--- src/rtl/cpu_ifetch.sv ---
// cpu_ifetch: instruction fetch stage with PC, imem req/ack port and prefetch FIFO to decode
module cpu_ifetch #(
  parameter int              AW       = 16,
  parameter int              DEPTH    = 2,
  parameter logic [AW-1:0]   RESET_PC = '0,
  parameter logic [15:0]     NOP_WORD = 16'hC000
) (
  input  logic          clk,
  input  logic          rst,
  output logic          imem_req,
  output logic [AW-1:0] imem_addr,
  input  logic          imem_ack,
  input  logic [15:0]   imem_rdata,
  input  logic          redirect,
  input  logic [AW-1:0] redirect_pc,
  output logic [15:0]   instr,
  output logic [AW-1:0] instr_pc,
  output logic          instr_valid,
  input  logic          instr_ready
);
  localparam int PW = $clog2(DEPTH);
  localparam int CW = PW + 1;
  logic [AW-1:0] pc;
  logic [PW-1:0] rd_ptr, wr_ptr;
  logic [CW-1:0] count;
  logic [15:0]   mem_word [DEPTH];
  logic [AW-1:0] mem_pc   [DEPTH];
  logic          push, pop;
  always_comb begin
    imem_req    = !rst && !redirect && (count < CW'(DEPTH));
    imem_addr   = pc;
    push        = imem_req && imem_ack;
    instr_valid = count != '0;
    pop         = instr_valid && instr_ready && !redirect;
    instr       = instr_valid ? mem_word[rd_ptr] : NOP_WORD;
    instr_pc    = instr_valid ? mem_pc[rd_ptr] : '0;
  end
  // storage is never reset; empty-state outputs are muxed to NOP above
  always_ff @(posedge clk) begin
    if (push) begin
      mem_word[wr_ptr] <= imem_rdata;
      mem_pc[wr_ptr]   <= pc;
    end
  end
  always_ff @(posedge clk) begin
    if (rst) begin
      pc     <= RESET_PC;
      rd_ptr <= '0;
      wr_ptr <= '0;
      count  <= '0;
    end else if (redirect) begin
      pc     <= redirect_pc;
      rd_ptr <= '0;
      wr_ptr <= '0;
      count  <= '0;
    end else begin
      if (push) begin
        pc     <= pc + AW'(1);
        wr_ptr <= wr_ptr + PW'(1);
      end
      if (pop) rd_ptr <= rd_ptr + PW'(1);
      count <= count + CW'(push) - CW'(pop);
    end
  end
endmodule

--- config.mk ---
export PLATFORM = sky130hd
export DESIGN_NAME = cpu_ifetch
export DESIGN_NICKNAME = d
export VERILOG_FILES = /design/src/rtl/cpu_ifetch.sv
export SDC_FILE = /design/constraint.sdc
export NUM_CORES = 1
export LEC_CHECK = 0
export CORE_UTILIZATION = 35
export DETAILED_ROUTE_END_ITERATION = 8
export SLEW_MARGIN = 15
export SYNTH_ARGS = -nofsm -noshare
export SYNTH_HDL_FRONTEND = slang
export SYNTH_SLANG_ARGS = --single-unit
--- constraint.sdc ---
create_clock -name clk -period 9.67 [get_ports clk]
set_clock_uncertainty 0.1 [all_clocks]
set_input_delay 1.934 -clock clk [delete_from_list [all_inputs] [get_ports clk]]
set_output_delay 1.934 -clock clk [all_outputs]
set_load 0.03 [all_outputs]
### Word-level counts from Yosys, hierarchy flattened

Memory sizes are Yosys's and may differ from the RTL's. A register that Yosys moved wholly into a read port is not among the register bits.
Index checks and enable logic that the tools add are counted.

| storage, ports and cells | value |
|---|---|
| flip-flop bits (word level) | 20 |
| memory bits (writable) | 64 |
| input port bits | 37 |
| output and inout bits | 50 |
| memories kept | 2 |

Memories:

| name | depth | bits a word | read ports | clocked after Yosys merged registers in | write ports | line | source |
|---|---|---|---|---|---|---|---|
| mem_pc | 2 | 16 | 1 | 1 | 1 | 27 | `logic [AW-1:0] mem_pc [DEPTH];` |
| mem_word | 2 | 16 | 1 | 1 | 1 | 26 | `logic [15:0] mem_word [DEPTH];` |

| cells by class | value |
|---|---|
| $add $sub $neg | 5 |
| order comparisons | 1 |
| multiplexer cells | 10 |
| reductions and logical operators | 10 |

Operators by type and width:

| cell | number |
|---|---|
| two-way mux 16 bit | 4 |
| adder 16 x 1 -> 16 bit, second input constant | 1 |
| two-way mux 1 bit | 6 |
| logical AND 1 bit | 5 |
| nonzero test 2 bit | 2 |
| adder 1 bit, second input constant | 2 |
| adder 2 x 1 -> 2 bit | 1 |
| logical NOT 1 bit | 2 |
| < comparator 2 bit, second input constant | 1 |
| OR reduction 2 bit | 1 |
| subtractor 2 x 1 -> 2 bit | 1 |

### Logic depth before layout (Yosys ltp)

| logic depth | value |
|---|---|
| depth in word-level cells | 6 |
| gate-level depth with buffers | 10 |

### Worst setup path before layout

OpenSTA, ideal clock, no wires.

| path | value |
|---|---|
| kind | input port to output port |
| from | in redirect |
| to | out imem_req |
| arrival | 3.156 ns |
| data required time | 7.636 ns |
| path slack | 4.480 ns |
| stages on the path | 4 |
| path buffers | 3 |
| path through | buf_6 > clkbuf_1 > clkbuf_1 > nor3_1 |

| on the way | value |
|---|---|
| word-level cells in the longest chain between the ends | 3 |

RTL lines:

| what | line | source |
|---|---|---|
| start, declared | 14 | `input logic redirect,` |
| logical NOT 1 bit | 30 | `imem_req = !rst && !redirect && (count < CW'(DEPTH));` |
| logical AND 1 bit (2 in series) | 30 |  |
| end, declared | 10 | `output logic imem_req,` |

Every way passes these cells.

### Worst setup path after layout

Ends and elaborated chain as after synthesis.

==> impl_metrics.tcl <==
set metrics [dict create \
    ys.flop_type "edfxtp_1" \
    cts_hold_buffers 0 \
    cap_viol_max_count 0 \
    tns_ns 0 \
    cts_tree "yes" \
    start_kind "input pin" \
    relSlewSlack 0.3282 \
    cts_max_level 3 \
    drtAntennaViolNets 0 \
    cts_setup_buffers 0 \
    synth_edf_count 64 \
    drt_iter0_markers 92 \
    antenna_found_initial 0 \
    seq_area_frac_synth 0.6548 \
    min_period_ns 6.036 \
    grt_usage 0.1521 \
    holdWs_ns 0.4523 \
    grt-ovfl-total 0 \
    slew_violations 0 \
    fin_nets 407 \
    worstHoldPathType "flop to flop" \
    post-route-period-util 0.6241 \
    gr-usage-met2 0.2374 \
    cp.required_ns 7.64 \
    leakage_nw 1.512 \
    cts_made_buffers 9 \
    syn_to_final_growth_pct 32.98 \
    yosys_register_bits 85 \
    synth_cells 284 \
    initial_utilization 0.3643 \
    grt_pass1_vias 2298 \
    fmax_mhz 165.7 \
    timing.final.ws_setup_ns 3.634 \
    cts_resized 0 \
    ys_warn_count 0 \
    arrival_ns 4.00 \
    hpwl_um 5124 \
    clk_pin_slew_worst_paths_ns 0.09 \
    synthTopCellsByArea "edfxtp_1, dfxtp_1, mux2i_1" \
    place_ws_ns 3.620 \
    fin_area_sq_um 4757 \
    met3_usage 0.02983 \
    avgSynthCellArea_sq_um 12.60 \
    rsz0062_at_grt "false" \
    vias_per_cell 5.004 \
    grt_max_degree 33 \
    die-height_um 103.1 \
    gr-usage-met1 0.2083 \
    path_class "input pin to output pin" \
    num_vias 2527 \
    clk_latency_ns 0.35 \
    grt_pass1_wl_um 11920 \
    synth_nets 324 \
    die_x_um 103.1 \
    drive_gt1_frac 0.07258 \
    final-hold-violation-count 0 \
    antenna_cells 0 \
    grt.busiest_layer "met2" \
    synth_common_cells "edfxtp_1, nor2_1, mux2i_1" \
    p_per_area_nw_per_um2 154.9 \
    ios 87 \
    cts_buffer_depth 2 \
    drcViolationCount 0 \
    setup_viol 0 \
    irDropWorstVdd_mv 0.07642 \
    synth_top_cell_area_share 0.5373 \
    coreArea_sq_um 9819 \
    cp-end-kind "output pin" \
    worst_slew_pin_slew_ns 1.008 \
    placed_area_sq_um 4553 \
    wl_per_cell_um 15.43 \
    first_pass_iters 4 \
    ys_types 42 \
    yosys.area.top_type "edfxtp_1" \
    port_buffers 86 \
    synth.most_common_cell "edfxtp_1" \
    dieArea_sq_um 10630 \
    clkSinkCount 85 \
    cts_root_buffer "clkbuf_8" \
    rows 36 \
    syn_area_sq_um 3577 \
    run_status "completed" \
    async_flop_share 0 \
    wl_um 7792 \
    gp_congestion 0.7889 \
    cp_max_fo 26 \
]
## final timing paths
path / startpoint / endpoint / slack [ns] / depth (start not counted)
max reg2reg: count[1]$_SDFF_PP0_ / mem_word[0][0]$_DFFE_PP_ / 6.84 / 3
max: redirect / imem_req / 3.63 / 3
min reg2reg: imem_addr[14]$_SDFFE_PP0P_ / mem_pc[0][14]$_DFFE_PP_ / 0.45 / 0
min: imem_addr[14]$_SDFFE_PP0P_ / mem_pc[0][14]$_DFFE_PP_ / 0.45 / 0
## where the power goes
group | internal, mW | switching, mW
Sequential | 0.402 | 0.0108
Combinational | 0.0325 | 0.0362
Clock | 0.123 | 0.133
## flip-flops by register name (all words and copies together) (netlist names), named ones only
signal	cells
rd_ptr	1
imem_addr	16
mem_word	32
wr_ptr	1
count	2
mem_pc	32
## metal layers
layer,share of wire,vias up
met5,0,-
met4,0.0080,0
met3,0.059,4
met2,0.47,90
met1,0.46,1213
li1,-,1220
## worst max-delay path, stage by stage
cell and delay (ns):
clkdlybuf4s50_1 0.89, nor3_1 0.42, clkdlybuf4s50_1 0.75
## layout by cell type (no fill, tap or decap), types with 2 or more instances in the layout
master / Yosys / routed
a21oi_1: 8 / 8
a31oi_1: 8 / 8
and2_1: 3 / 2
and3_1: 4 / 4
and4_1: 2 / 2
clkbuf_8: 0 / 9
clkdlybuf4s50_1: 0 / 86
clkinvlp_4: 0 / 2
dfxtp_1: 21 / 20
edfxtp_1: 64 / 64
ha_1: 3 / 3
inv_1: 6 / 6
inv_6: 0 / 3
mux2_2: 2 / 2
mux2i_1: 32 / 32
nand2_1: 16 / 16
nand3_1: 13 / 13
nand4_1: 4 / 4
nor2_1: 39 / 37
nor3_1: 7 / 7
o211ai_1: 2 / 2
o21ai_0: 5 / 5
or3_1: 6 / 6
or4_1: 4 / 4
xnor2_1: 2 / 2
xor2_1: 2 / 2
## per-stage QoR
| step | utilization | cells | power, mW |
|---|---|---|---|
| floorplan | - | 284 | 0.4522 |
| global placement | 0.4637 | 489 | 0.4890 |
| detailed placement | 0.4637 | 489 | 0.4902 |
| CTS | 0.4845 | 505 | 0.7449 |
| global route | 0.4845 | 505 | 0.7642 |
| finish | 0.4845 | 505 | 0.7371 |
## final cells by class
type	instances	area, sq um
fill	922	5062
timing repair buffer	87	868.3
tap	133	166.4
clock buffer	9	123.9
clock inverter	7	80.08
sequential	85	2344
multi-input combinational	177	1149
inverter	7	26.28
## logic make-up (layout without fill, tap and decap cells)
family	count (synthesis)	in the layout	share of synthesized area
and+or+nand+nor	105	105	0.1476
DFF	85	85	0.6548
muxes	34	34	0.09584
AOI/OAI and AO/OA	31	31	0.05422
buffers and inverters	22	110	0.02728
xor gates and xnor gates	4	4	0.009795
adders and majority gates	3	3	0.01049
(Power assumes the default switching activity.)
